===== src/rtl/hazard_ctrl_pkg.sv =====
// Shared types and constants for the pipeline hazard controller.
package hazard_ctrl_pkg;

   localparam int unsigned REG_W = 5;

   typedef enum logic [1:0] {
      FWD_RF  = 2'b00,
      FWD_WB  = 2'b01,
      FWD_MEM = 2'b10
   } fwd_sel_e;

   typedef enum logic {
      RUN      = 1'b0,
      MEM_WAIT = 1'b1
   } state_e;

   // A producer matches a consumer only when it names the same non-zero register.
   function automatic logic reg_match(input logic [REG_W-1:0] rd, input logic [REG_W-1:0] rs);
      return (rd != '0) && (rd == rs);
   endfunction

endpackage


===== src/rtl/fwd_sel.sv =====
// Forwarding select for one Execute-stage source operand; Memory stage wins over Writeback.
module fwd_sel
   import hazard_ctrl_pkg::*;
(
   input  logic [REG_W-1:0] rs_e_i,
   input  logic [REG_W-1:0] rd_m_i,
   input  logic             reg_write_m_i,
   input  logic [REG_W-1:0] rd_w_i,
   input  logic             reg_write_w_i,
   output fwd_sel_e         sel_o
);

   always_comb begin
      sel_o = FWD_RF;
      if (reg_write_m_i && reg_match(rd_m_i, rs_e_i)) begin
         sel_o = FWD_MEM;
      end else if (reg_write_w_i && reg_match(rd_w_i, rs_e_i)) begin
         sel_o = FWD_WB;
      end
   end

endmodule


===== src/rtl/hazard_ctrl.sv =====
// Five-stage pipeline hazard unit: forwarding, load-use stall, branch flush, memory freeze.
// Optional performance counters are built when HAZARD_CTRL_PERF_EN is defined.
module hazard_ctrl
   import hazard_ctrl_pkg::*;
#(
   parameter int unsigned TIMEOUT = 16,
   parameter int unsigned PERF_W  = 32
)
(
   input  logic              clk,
   input  logic              reset,
   input  logic [REG_W-1:0]  rs1_d,
   input  logic [REG_W-1:0]  rs2_d,
   input  logic [REG_W-1:0]  rs1_e,
   input  logic [REG_W-1:0]  rs2_e,
   input  logic [REG_W-1:0]  rd_e,
   input  logic              load_e,
   input  logic [REG_W-1:0]  rd_m,
   input  logic              reg_write_m,
   input  logic [REG_W-1:0]  rd_w,
   input  logic              reg_write_w,
   input  logic              pc_src_e,
   input  logic              dmem_req_m,
   input  logic              dmem_ready,
   output logic [1:0]        forward_a_e,
   output logic [1:0]        forward_b_e,
   output logic              stall_f,
   output logic              stall_d,
   output logic              stall_e,
   output logic              stall_m,
   output logic              flush_d,
   output logic              flush_e,
   output logic              mem_err,
   output logic [PERF_W-1:0] stall_cycles,
   output logic [PERF_W-1:0] flush_count
);

   localparam int unsigned CNT_W = (TIMEOUT > 1) ? $clog2(TIMEOUT) : 1;

   state_e           state_q, state_d;
   logic [CNT_W-1:0] wait_cnt_q, wait_cnt_d;
   logic             mem_enter;
   logic             timeout;
   logic             lw_stall;
   fwd_sel_e         fwd_a, fwd_b;

   fwd_sel u_fwd_a (
      .rs_e_i        (rs1_e),
      .rd_m_i        (rd_m),
      .reg_write_m_i (reg_write_m),
      .rd_w_i        (rd_w),
      .reg_write_w_i (reg_write_w),
      .sel_o         (fwd_a)
   );

   fwd_sel u_fwd_b (
      .rs_e_i        (rs2_e),
      .rd_m_i        (rd_m),
      .reg_write_m_i (reg_write_m),
      .rd_w_i        (rd_w),
      .reg_write_w_i (reg_write_w),
      .sel_o         (fwd_b)
   );

   assign forward_a_e = fwd_a;
   assign forward_b_e = fwd_b;

   assign mem_enter = dmem_req_m && !dmem_ready;
   assign timeout   = (wait_cnt_q == CNT_W'(TIMEOUT - 1));
   assign lw_stall  = load_e && (reg_match(rd_e, rs1_d) || reg_match(rd_e, rs2_d));

   always_ff @(posedge clk) begin
      if (reset) begin
         state_q    <= RUN;
         wait_cnt_q <= '0;
      end else begin
         state_q    <= state_d;
         wait_cnt_q <= wait_cnt_d;
      end
   end

   always_comb begin
      state_d    = state_q;
      wait_cnt_d = wait_cnt_q;
      case (state_q)
         RUN: begin
            if (mem_enter) begin
               state_d    = MEM_WAIT;
               wait_cnt_d = '0;
            end
         end
         MEM_WAIT: begin
            wait_cnt_d = wait_cnt_q + CNT_W'(1);
            if (dmem_ready || timeout) begin
               state_d = RUN;
            end
         end
         default: state_d = RUN;
      endcase
   end

   // A branch held in Execute through a freeze keeps pc_src_e high and flushes once RUN resumes.
   always_comb begin
      stall_f = 1'b0;
      stall_d = 1'b0;
      stall_e = 1'b0;
      stall_m = 1'b0;
      flush_d = 1'b0;
      flush_e = 1'b0;
      mem_err = 1'b0;
      case (state_q)
         RUN: begin
            if (mem_enter) begin
               stall_f = 1'b1;
               stall_d = 1'b1;
               stall_e = 1'b1;
               stall_m = 1'b1;
            end else begin
               stall_f = lw_stall;
               stall_d = lw_stall;
               flush_d = pc_src_e;
               flush_e = pc_src_e || lw_stall;
            end
         end
         MEM_WAIT: begin
            stall_f = 1'b1;
            stall_d = 1'b1;
            stall_e = 1'b1;
            stall_m = 1'b1;
            mem_err = timeout && !dmem_ready && !reset;
         end
         default: ;
      endcase
   end

`ifdef HAZARD_CTRL_PERF_EN
   logic [PERF_W-1:0] stall_cycles_q, flush_count_q;

   always_ff @(posedge clk) begin
      if (reset) begin
         stall_cycles_q <= '0;
         flush_count_q  <= '0;
      end else begin
         if (stall_f) begin
            stall_cycles_q <= stall_cycles_q + PERF_W'(1);
         end
         if (flush_d || flush_e) begin
            flush_count_q <= flush_count_q + PERF_W'(1);
         end
      end
   end

   assign stall_cycles = stall_cycles_q;
   assign flush_count  = flush_count_q;
`else
   assign stall_cycles = '0;
   assign flush_count  = '0;
`endif

endmodule


===== config.mk =====
export PLATFORM = sky130hd
export DESIGN_NAME = hazard_ctrl
export DESIGN_NICKNAME = d
export VERILOG_FILES = /design/src/rtl/hazard_ctrl_pkg.sv /design/src/rtl/fwd_sel.sv /design/src/rtl/hazard_ctrl.sv
export SDC_FILE = /design/constraint.sdc
export NUM_CORES = 1
export LEC_CHECK = 0
export CAP_MARGIN = 0
export CORE_ASPECT_RATIO = 1.25
export CORE_MARGIN = 2
export CORE_UTILIZATION = 32
export DETAILED_ROUTE_END_ITERATION = 8
export PLACE_DENSITY = 0.88
export SLEW_MARGIN = 10
export SYNTH_ARGS = -nofsm -noshare
export SYNTH_HDL_FRONTEND = slang
export SYNTH_SLANG_ARGS = --single-unit

===== constraint.sdc =====
create_clock -name clk -period 5.58 [get_ports clk]
set_clock_uncertainty 0.1 [all_clocks]
set_input_delay 1.674 -clock clk [delete_from_list [all_inputs] [get_ports clk]]
set_output_delay 1.674 -clock clk [all_outputs]
set_load 0.02 [all_outputs]

==> out/results.txt, run 1 <==
Sum of buffers and inverters on the critical path: 3
Skew-Pair Late Insertion Delay: 0.22 ns
Unique masters post-synth: 30
Share of the synthesized area in the top cell type: 0.431
Gr ovfl total: 0
Fin. Hold Viols: 0
Worst-path clk slew: 0.03 ns
Area Growth Syn to Fin: 37.6%
Routed WL: 2620 um
Tot Pwr: 0.229 mW
Sequential area share after synthesis: 0.0871
First-pass GRT wire length: 3710 um
Mapped Cells: 146
GRT Overall Usage: 0.119
Maxcap violations: 0
Die height: 71.0 um
FF-to-FF path depth: 3
CTS tree: yes
Setup violators final: 0
Post-Syn Area: 1150 um^2
CP top delay family: buffers and inverters
Synth top area cells: buf_4 (43%), xor2_1 (18%), dfxtp_1 (8.7%)
H-Tree Depth: 1
Post-CTS setup-driven buffer insertion count: 0
Initial antenna violation count: 0
DRC violations left: 0
VDD IR max: 0.000130 V
Gates resized, CTS repair: 2
Mean Syn Cell Area: 7.88 um^2
Die ar.: 4090 um^2
Area leader, netlist: buf_4
Min-delay src: wait_cnt_q[3]
Fin crit period: 5.49 ns
Pins over their slew limit: 0
Yosys warns: 0
Hold Crit Depth: 2
Port Buffer Count: 53
Most used cell, CP: clkdlybuf4s50_1
Flop and latch count out of synthesis: 5
Final nets: 253
Starting Density: 0.333
CTS Sinks: 5
Wire length per cell: 10.6 um
Leak: 0.720 nW
IO Count: 118
Largest net degree at the start of global routing: 10
CP max stage delay: 0.70 ns
Final RePlAce weighted congestion: 0.929
Worst path cell trace: clkdlybuf4s50_1 -> buf_4 -> xnor2_1 -> nand3_1 -> nor4_1 -> clkdlybuf4s50_1
First-pass detailed-route iteration total: 4
Pre-CTS setup slack: -0.0652 ns
CTS root buf: clkbuf_8
Worst hold endpoint: wait_cnt_q[3]
Final worst setup slack: 0.0933 ns
Post-route design area: 1580 um^2
Final period util: 0.983
Worst reg2reg path startpoint: state_q
Setup Crit Path Kind: primary input to output pin
Status: complete, no violations
Critical R2R Capture: wait_cnt_q[3]
Peak Freq: 182 MHz
Hold Buf Count CTS: 0
Clock buffer count from CTS: 3
CP max FO: 2
Core area: 3450 um^2
PD cells: 145 nW/um^2
WP data required: 3.81 ns
Longest Clk Path Bufs: 2
Setup crit end kind: output pin
Hold slack: 0.409 ns
Number of global-route vias before repair: 913
Worst Path Arrival: 3.71 ns
Hpwl dp: 2410 um
RSZ-0062 raised after global routing: no
Cell Rows: 24
DP Area: 1530 um^2
Post-route antenna net violation count: 0
Worst Hold Class: flip-flop to flip-flop
DR vias: 1019
Die width: 57.6 um
Final setup TNS: 0 ns
DRT iter0 DRCs: 6
Antenna diodes: 0
Critical path launch point type: primary input
Share of cells above drive strength 1: 0.0865
Slowest-stage cell, CP: clkdlybuf4s50_1
Worst R2R Setup Slack: 4.35 ns
Via density: 4.13
report_power, final:
group / leakage [nW] / total (mW) / internal, mW / switching [mW]
Combinational: 0.657 / 0.124 / 0.0512 / 0.0725
Clock: 0.0228 / 0.0670 / 0.0490 / 0.0179
Sequential: 0.0406 / 0.0381 / 0.0368 / 0.00134
Total: 0.720 / 0.229 / 0.137 / 0.0917
cell usage in the layout, fill, tap and decap left out, drive strengths merged, types with 3 or more instances in the layout:
master and count:
clkdlybuf4s50 51, xor2 24, nor4 4, clkbuf 4, conb 64, o21ai 5, buf 9, nor2 4
xnor2 6, or4 5, dfxtp 5, nor3 3, nand3 3
routing by layer:
layer,wire length [um],vias up,track usage
met4,120,0,0.0827
met1,698,438,0.0985
met3,411,11,0.0457
met2,1390,92,0.223
li1,-,478,-
met5,0,-,0
synthesized netlist by cell type (all sizes together):
master	count
buf	66
xor2	24
xnor2	6
dfxtp	5
o21ai	5
or4	5
nor2	4
nor4	4
nand3	3
nor3	3
a21oi	2
a22oi	2
inv	2
mux2i	2
nor2b	2
clkbuf	1
conb	1
ha	1
nand2	1
nand2b	1
nand3b	1
nand4	1
nor4b	1
o211ai	1
o31ai	1
or2	1
worst max-delay path by stage:
stage / from / endpoint / slack, ns / cells past startpoint
2_1_floorplan: rd_m[0] / forward_a_e[0] / 0.80 / 4
4_1_cts: rd_m[3] / forward_b_e[1] / 0.006 / 7
3_5_place_dp: rd_m[0] / forward_b_e[0] / -0.07 / 6
6_report: rd_m[0] / forward_a_e[1] / 0.09 / 6
3_3_place_gp: rd_m[0] / forward_b_e[0] / -0.04 / 6
5_1_grt: rd_e[2] / stall_d / 0.01 / 5
layout make-up:
type	count	area, um^2
Timing Repair Buffer	62	596
Multi-Input combinational cell	135	786
Clock buffer	4	45.0
Inverter	2	7.51
Fill cell	344	1870
Sequential cell	5	100
Tap cell	39	48.8
tightest hold or removal path: stages (launching register included):
cell      delay (ns)
dfxtp_1         0.32
o211ai_1        0.08
a21oi_1         0.06
cell families (layout without fill, tap and decap cells):
family          after synthesis  after routing  synth area share
fa+ha+maj                     1              1            0.0109
buf+inv                      69             68             0.441
mux                           2              2            0.0174
compound gates               11             11            0.0598
flops                         5              5            0.0871
simple gates                 27             27             0.152
xor+xnor                     30             30             0.229
other cells                   1             64           0.00326
through the flow:
stage	util	std cells
detailed placement	0.444	243
finish	0.458	247
global route	0.458	247
global placement	0.444	243
CTS	0.457	247
floorplan	-	209
sequential cells by signal, summed over array words and instances, names as in the netlist:
name and cells:
state_q 1, wait_cnt_q 4
Power figures use the tool's default switching activity.
==> inputs of run 2 (changes only) <==
RECOVER_POWER = 25   (was default)
==> out/results.txt, run 2 (same netlist as run 1, synthesis figures left out) <==
Status: complete, no violations (unchanged)
Worst Path Arrival: 3.71 ns (about the same)
Cell Rows: 24 (unchanged)
First-pass detailed-route iteration total: 4 (unchanged)
Busiest grt layer: met2 (unchanged)
Die height: 71.0 um (unchanged)
Met2 Usage GRT: 0.223 (unchanged)
CTS tree: yes (unchanged)
Worst-path clk slew: 0.03 ns (about the same)
Longest Clk Path Bufs: 2 (unchanged)
Hold Buf Count CTS: 0 (unchanged)
Area Growth Syn to Fin: 37.3% (was 37.6%)
CP max FO: 2 (unchanged)
Top reg by flops: wait_cnt_q (unchanged)
Die ar.: 4090 um^2 (unchanged)
Via density: 4.16 (was 4.13)
Maxcap violations: 0 (unchanged)
Peak Freq: 182 MHz (unchanged)
Die width: 57.6 um (unchanged)
VDD IR max: 0.000130 V (about the same)
Share of cells above drive strength 1: 0.0817 (was 0.0865)
Number of global-route vias before repair: 913 (unchanged)
Post-Layout Cell Count: 247 (unchanged)
Fin. Hold Viols: 0 (unchanged)
Skew-Pair Late Insertion Delay: 0.22 ns (about the same)
Tot Pwr: 0.228 mW (was 0.229 mW)
Fin crit period: 5.49 ns (unchanged)
Hpwl dp: 2410 um (unchanged)
CTS root buf: clkbuf_8 (unchanged)
Antenna diodes: 0 (unchanged)
WP data required: 3.81 ns (about the same)
Leak: 0.717 nW (was 0.720 nW)
Placed cell count: 243 (unchanged)
Final RePlAce weighted congestion: 0.929 (unchanged)
Post-route design area: 1580 um^2 (about the same)
First-pass GRT wire length: 3710 um (unchanged)
PD cells: 144 nW/um^2 (was 145 nW/um^2)
DR vias: 1028 (was 1019)
Commonest non-fill, non-tap cell in the layout: conb_1 (unchanged)
Final setup TNS: 0 ns (unchanged)
CTS Sinks: 5 (unchanged)
Largest net degree at the start of global routing: 10 (unchanged)
Final period util: 0.983 (unchanged)
Commonest non-fill, non-tap cells in the layout: conb_1 (64), clkdlybuf4s50_1 (49), xor2_1 (24), buf_4 (8), xnor2_1 (6) (was conb_1 (64), clkdlybuf4s50_1 (51), xor2_1 (24), buf_4 (9), xnor2_1 (6))
Gr ovfl total: 0 (unchanged)
Setup crit end kind: output pin (unchanged)
DRC violations left: 0 (unchanged)
DP Area: 1530 um^2 (unchanged)
Worst Hold Class: flip-flop to flip-flop (unchanged)
IO Count: 118 (unchanged)
Wire length per cell: 10.6 um (unchanged)
Starting Density: 0.333 (unchanged)
DRT iter0 DRCs: 6 (unchanged)
Max reg flops: 4 (unchanged)
Final nets: 253 (unchanged)
Setup violators final: 0 (unchanged)
Initial antenna violation count: 0 (unchanged)
Critical path launch point type: primary input (unchanged)
GRT Overall Usage: 0.119 (unchanged)
Top Registers: wait_cnt_q x4, state_q x1 (unchanged)
M1 GR Usage: 0.0985 (unchanged)
H-Tree Depth: 1 (unchanged)
Core area: 3450 um^2 (unchanged)
Routed WL: 2620 um (unchanged)
Port Buffer Count: 53 (unchanged)
Post-route antenna net violation count: 0 (unchanged)
M3 GR Usage: 0.0457 (unchanged)
Pins over their slew limit: 0 (unchanged)
RSZ-0062 raised after global routing: no (unchanged)
Clock buffer count from CTS: 3 (unchanged)
Setup Crit Path Kind: primary input to output pin (unchanged)
run 2: final timing paths:
path	from	endpoint	slack (ns)	cells past startpoint
max	rd_m[0]	forward_a_e[1]	0.09	6
min reg2reg	wait_cnt_q[3]	wait_cnt_q[3]	0.41	2
min	wait_cnt_q[3]	wait_cnt_q[3]	0.41	2
max reg2reg	state_q	wait_cnt_q[3]	4.35	3
run 2: metal layers:
metal	wire, um	vias to the layer above
met2	1390	94
met3	408	11
met1	703	445
met5	0	-
met4	120	0
li1	-	478
run 2: layout make-up:
type / instances / area (um^2)
Clock buffer: 4 / 45.0
Fill cell: 346 / 1870
Inverter: 2 / 7.51
Multi-Input combinational cell: 135 / 786
Sequential cell: 5 / 100
Tap cell: 39 / 48.8
Timing Repair Buffer: 62 / 592
run 2: report_power, final:
group          internal, mW  total, mW  switching [mW]
Clock                0.0490     0.0670          0.0179
Combinational        0.0505      0.123          0.0725
Sequential           0.0368     0.0381         0.00133
run 2: worst max-delay path, stage by stage:
cell and delay (ns):
clkdlybuf4s50_1 0.46, buf_4 0.17, xnor2_1 0.17, nand3_1 0.09, nor4_1 0.44, clkdlybuf4s50_1 0.70
run 2: per-stage QoR:
stage	worst slack, ns	hold WS [ns]	utilization
after floorplan	0.801	0.365	-
after global placement	-0.0441	0.387	0.444
after detailed placement	-0.0652	0.401	0.444
after CTS	0.00552	0.407	0.457
after global routing	0.0139	0.439	0.457
final	0.0933	0.409	0.457
run 2: timing repair:
item	CTS	global route
cloned	0	0
pin swaps	0	0
gates resized for setup	2	2
setup endpoints to repair	2	3
buffers inserted	0	0
==> inputs of run 3 (changes only) <==
CORE_MARGIN = 5   (was 2)
CORE_UTILIZATION = 29   (was 32)
PLACE_DENSITY = 0.81   (was 0.88)
SLEW_MARGIN = 20   (was 10)
clock period = 6.12 ns   (was 5.58 ns; I/O delays follow)
==> out/results.txt, run 3 (same netlist as run 1, synthesis figures left out) <==
Final period util: 0.978
Skew-Pair Late Insertion Delay: 0.22 ns (about the same)
Post-CTS setup-driven buffer insertion count: 0 (unchanged)
GRT Overall Usage: 0.0945 (was 0.119)
Setup Crit Path Kind: primary input to output pin (unchanged)
Worst Hold Class: flip-flop to flip-flop (unchanged)
Die width: 66.3 um (was 57.6 um)
Hold slack: 0.403 ns (was 0.409 ns)
WP data required: 4.18 ns (was 3.81 ns)
Setup violators final: 0 (unchanged)
Max reg flops: 4 (unchanged)
Gates resized, CTS repair: 0 (was 2)
CP max FO: 3 (was 2)
Number of global-route vias before repair: 966 (was 913)
First-pass GRT wire length: 3980 um (was 3710 um)
Critical path launch point type: primary input (unchanged)
Final nets: 246 (was 253)
Cell Rows: 25 (was 24)
Starting Density: 0.301 (was 0.333)
CTS Sinks: 5 (unchanged)
H-Tree Depth: 1 (unchanged)
DRT iter0 DRCs: 29 (was 6)
Antenna diodes: 0 (unchanged)
Final worst setup slack: 0.136 ns (was 0.0933 ns)
Tot Pwr: 0.203 mW (was 0.228 mW)
CTS root buf: clkbuf_8 (unchanged)
Die height: 80.4 um (was 71.0 um)
Commonest non-fill, non-tap cells in the layout: conb_1 (64), clkdlybuf4s50_1 (51), xor2_1 (24), xnor2_1 (6), dfxtp_1 (5) (was conb_1 (64), clkdlybuf4s50_1 (49), xor2_1 (24), buf_4 (8), xnor2_1 (6))
Top reg by flops: wait_cnt_q (unchanged)
Largest net degree at the start of global routing: 10 (unchanged)
Initial antenna violation count: 0 (unchanged)
Longest Clk Path Bufs: 2 (unchanged)
IO Count: 118 (unchanged)
Die ar.: 5330 um^2 (was 4090 um^2)
Wire length per cell: 10.8 um (was 10.6 um)
Core area: 3820 um^2 (was 3450 um^2)
Port Buffer Count: 53 (unchanged)
Top Registers: wait_cnt_q x4, state_q x1 (unchanged)
Fin crit period: 5.98 ns
Peak Freq: 167 MHz
Pre-CTS setup slack: 0.0921 ns (was -0.0652 ns)
Hold Buf Count CTS: 0 (unchanged)
Post-route antenna net violation count: 0 (unchanged)
Fin. Hold Viols: 0 (unchanged)
DR vias: 967 (was 1028)
Area Growth Syn to Fin: 34.1% (was 37.3%)
Hpwl dp: 2590 um (was 2410 um)
CTS tree: yes (unchanged)
Maxcap violations: 0 (unchanged)
Final RePlAce weighted congestion: 0.759 (was 0.929)
Pins over their slew limit: 0 (unchanged)
Worst-path clk slew: 0.04 ns (was 0.03 ns)
Via density: 3.79 (was 4.16)
Status: complete, no violations (unchanged)
VDD IR max: 0.0000475 V (was 0.000130 V)
Share of cells above drive strength 1: 0.0448 (was 0.0817)
Commonest non-fill, non-tap cell in the layout: conb_1 (unchanged)
Gr ovfl total: 0 (unchanged)
PD cells: 132 nW/um^2 (was 144 nW/um^2)
Worst Path Arrival: 4.05 ns (was 3.71 ns)
Leak: 0.673 nW (was 0.717 nW)
RSZ-0062 raised after global routing: no (unchanged)
Clock buffer count from CTS: 3 (unchanged)
First-pass detailed-route iteration total: 4 (unchanged)
DRC violations left: 0 (unchanged)
Final setup TNS: 0 ns (unchanged)
Setup crit end kind: output pin (unchanged)
Routed WL: 2740 um (was 2620 um)
## run 3: changes by cell type in the layout (fill, tap and decap cells not counted)
cell,previous run,this run
buf_4,8,1
clkdlybuf4s50_1,49,51
dlygate4sd2_1,2,0
nor4_1,1,2
nor4_2,3,2
o21ai_0,2,3
o21ai_1,2,1
## run 3: layer usage
metal	share of wire	up-vias	track usage
li1	-	469	-
met1	0.29	419	0.0792
met2	0.54	79	0.196
met3	0.16	0	0.0378
met4	0	0	0.0244
met5	0	-	0
## run 3: per-stage QoR
step                area (um^2)  instances   util
global route               1540        255  0.404
detailed placement         1500        251  0.393
CTS                        1550        255  0.405
finish                     1540        255  0.404
floorplan                  1390        209      -
global placement           1500        251  0.393
## run 3: final timing paths
check        slack, ns  cells after the start          start        endpoint
max reg2reg       4.88                      3        state_q   wait_cnt_q[3]
min               0.40                      2  wait_cnt_q[3]   wait_cnt_q[3]
min reg2reg       0.40                      2  wait_cnt_q[3]   wait_cnt_q[3]
max               0.14                      6        rd_m[0]  forward_a_e[0]
## run 3: worst max-delay path, cell delays in order
cell and delay [ns]:
clkdlybuf4s50_1 0.47, or4_4 0.56, o21ai_2 0.16, nor4_1 0.10, nor4_2 0.28, clkdlybuf4s50_1 0.65
## run 3: layout make-up
| class | instances | area (um^2) |
|---|---|---|
| clock buffers | 4 | 45.0 |
| fillers | 400 | 2270 |
| inverters | 2 | 7.51 |
| multi-input cells | 135 | 779 |
| flip-flops and latches | 5 | 100 |
| well taps | 54 | 67.6 |
| repair buffers | 55 | 542 |
## run 3: power by group
group          total, mW  switching (mW)  internal, mW
Clock             0.0600          0.0153        0.0446
Combinational      0.108          0.0646        0.0434
Sequential        0.0347         0.00114        0.0335
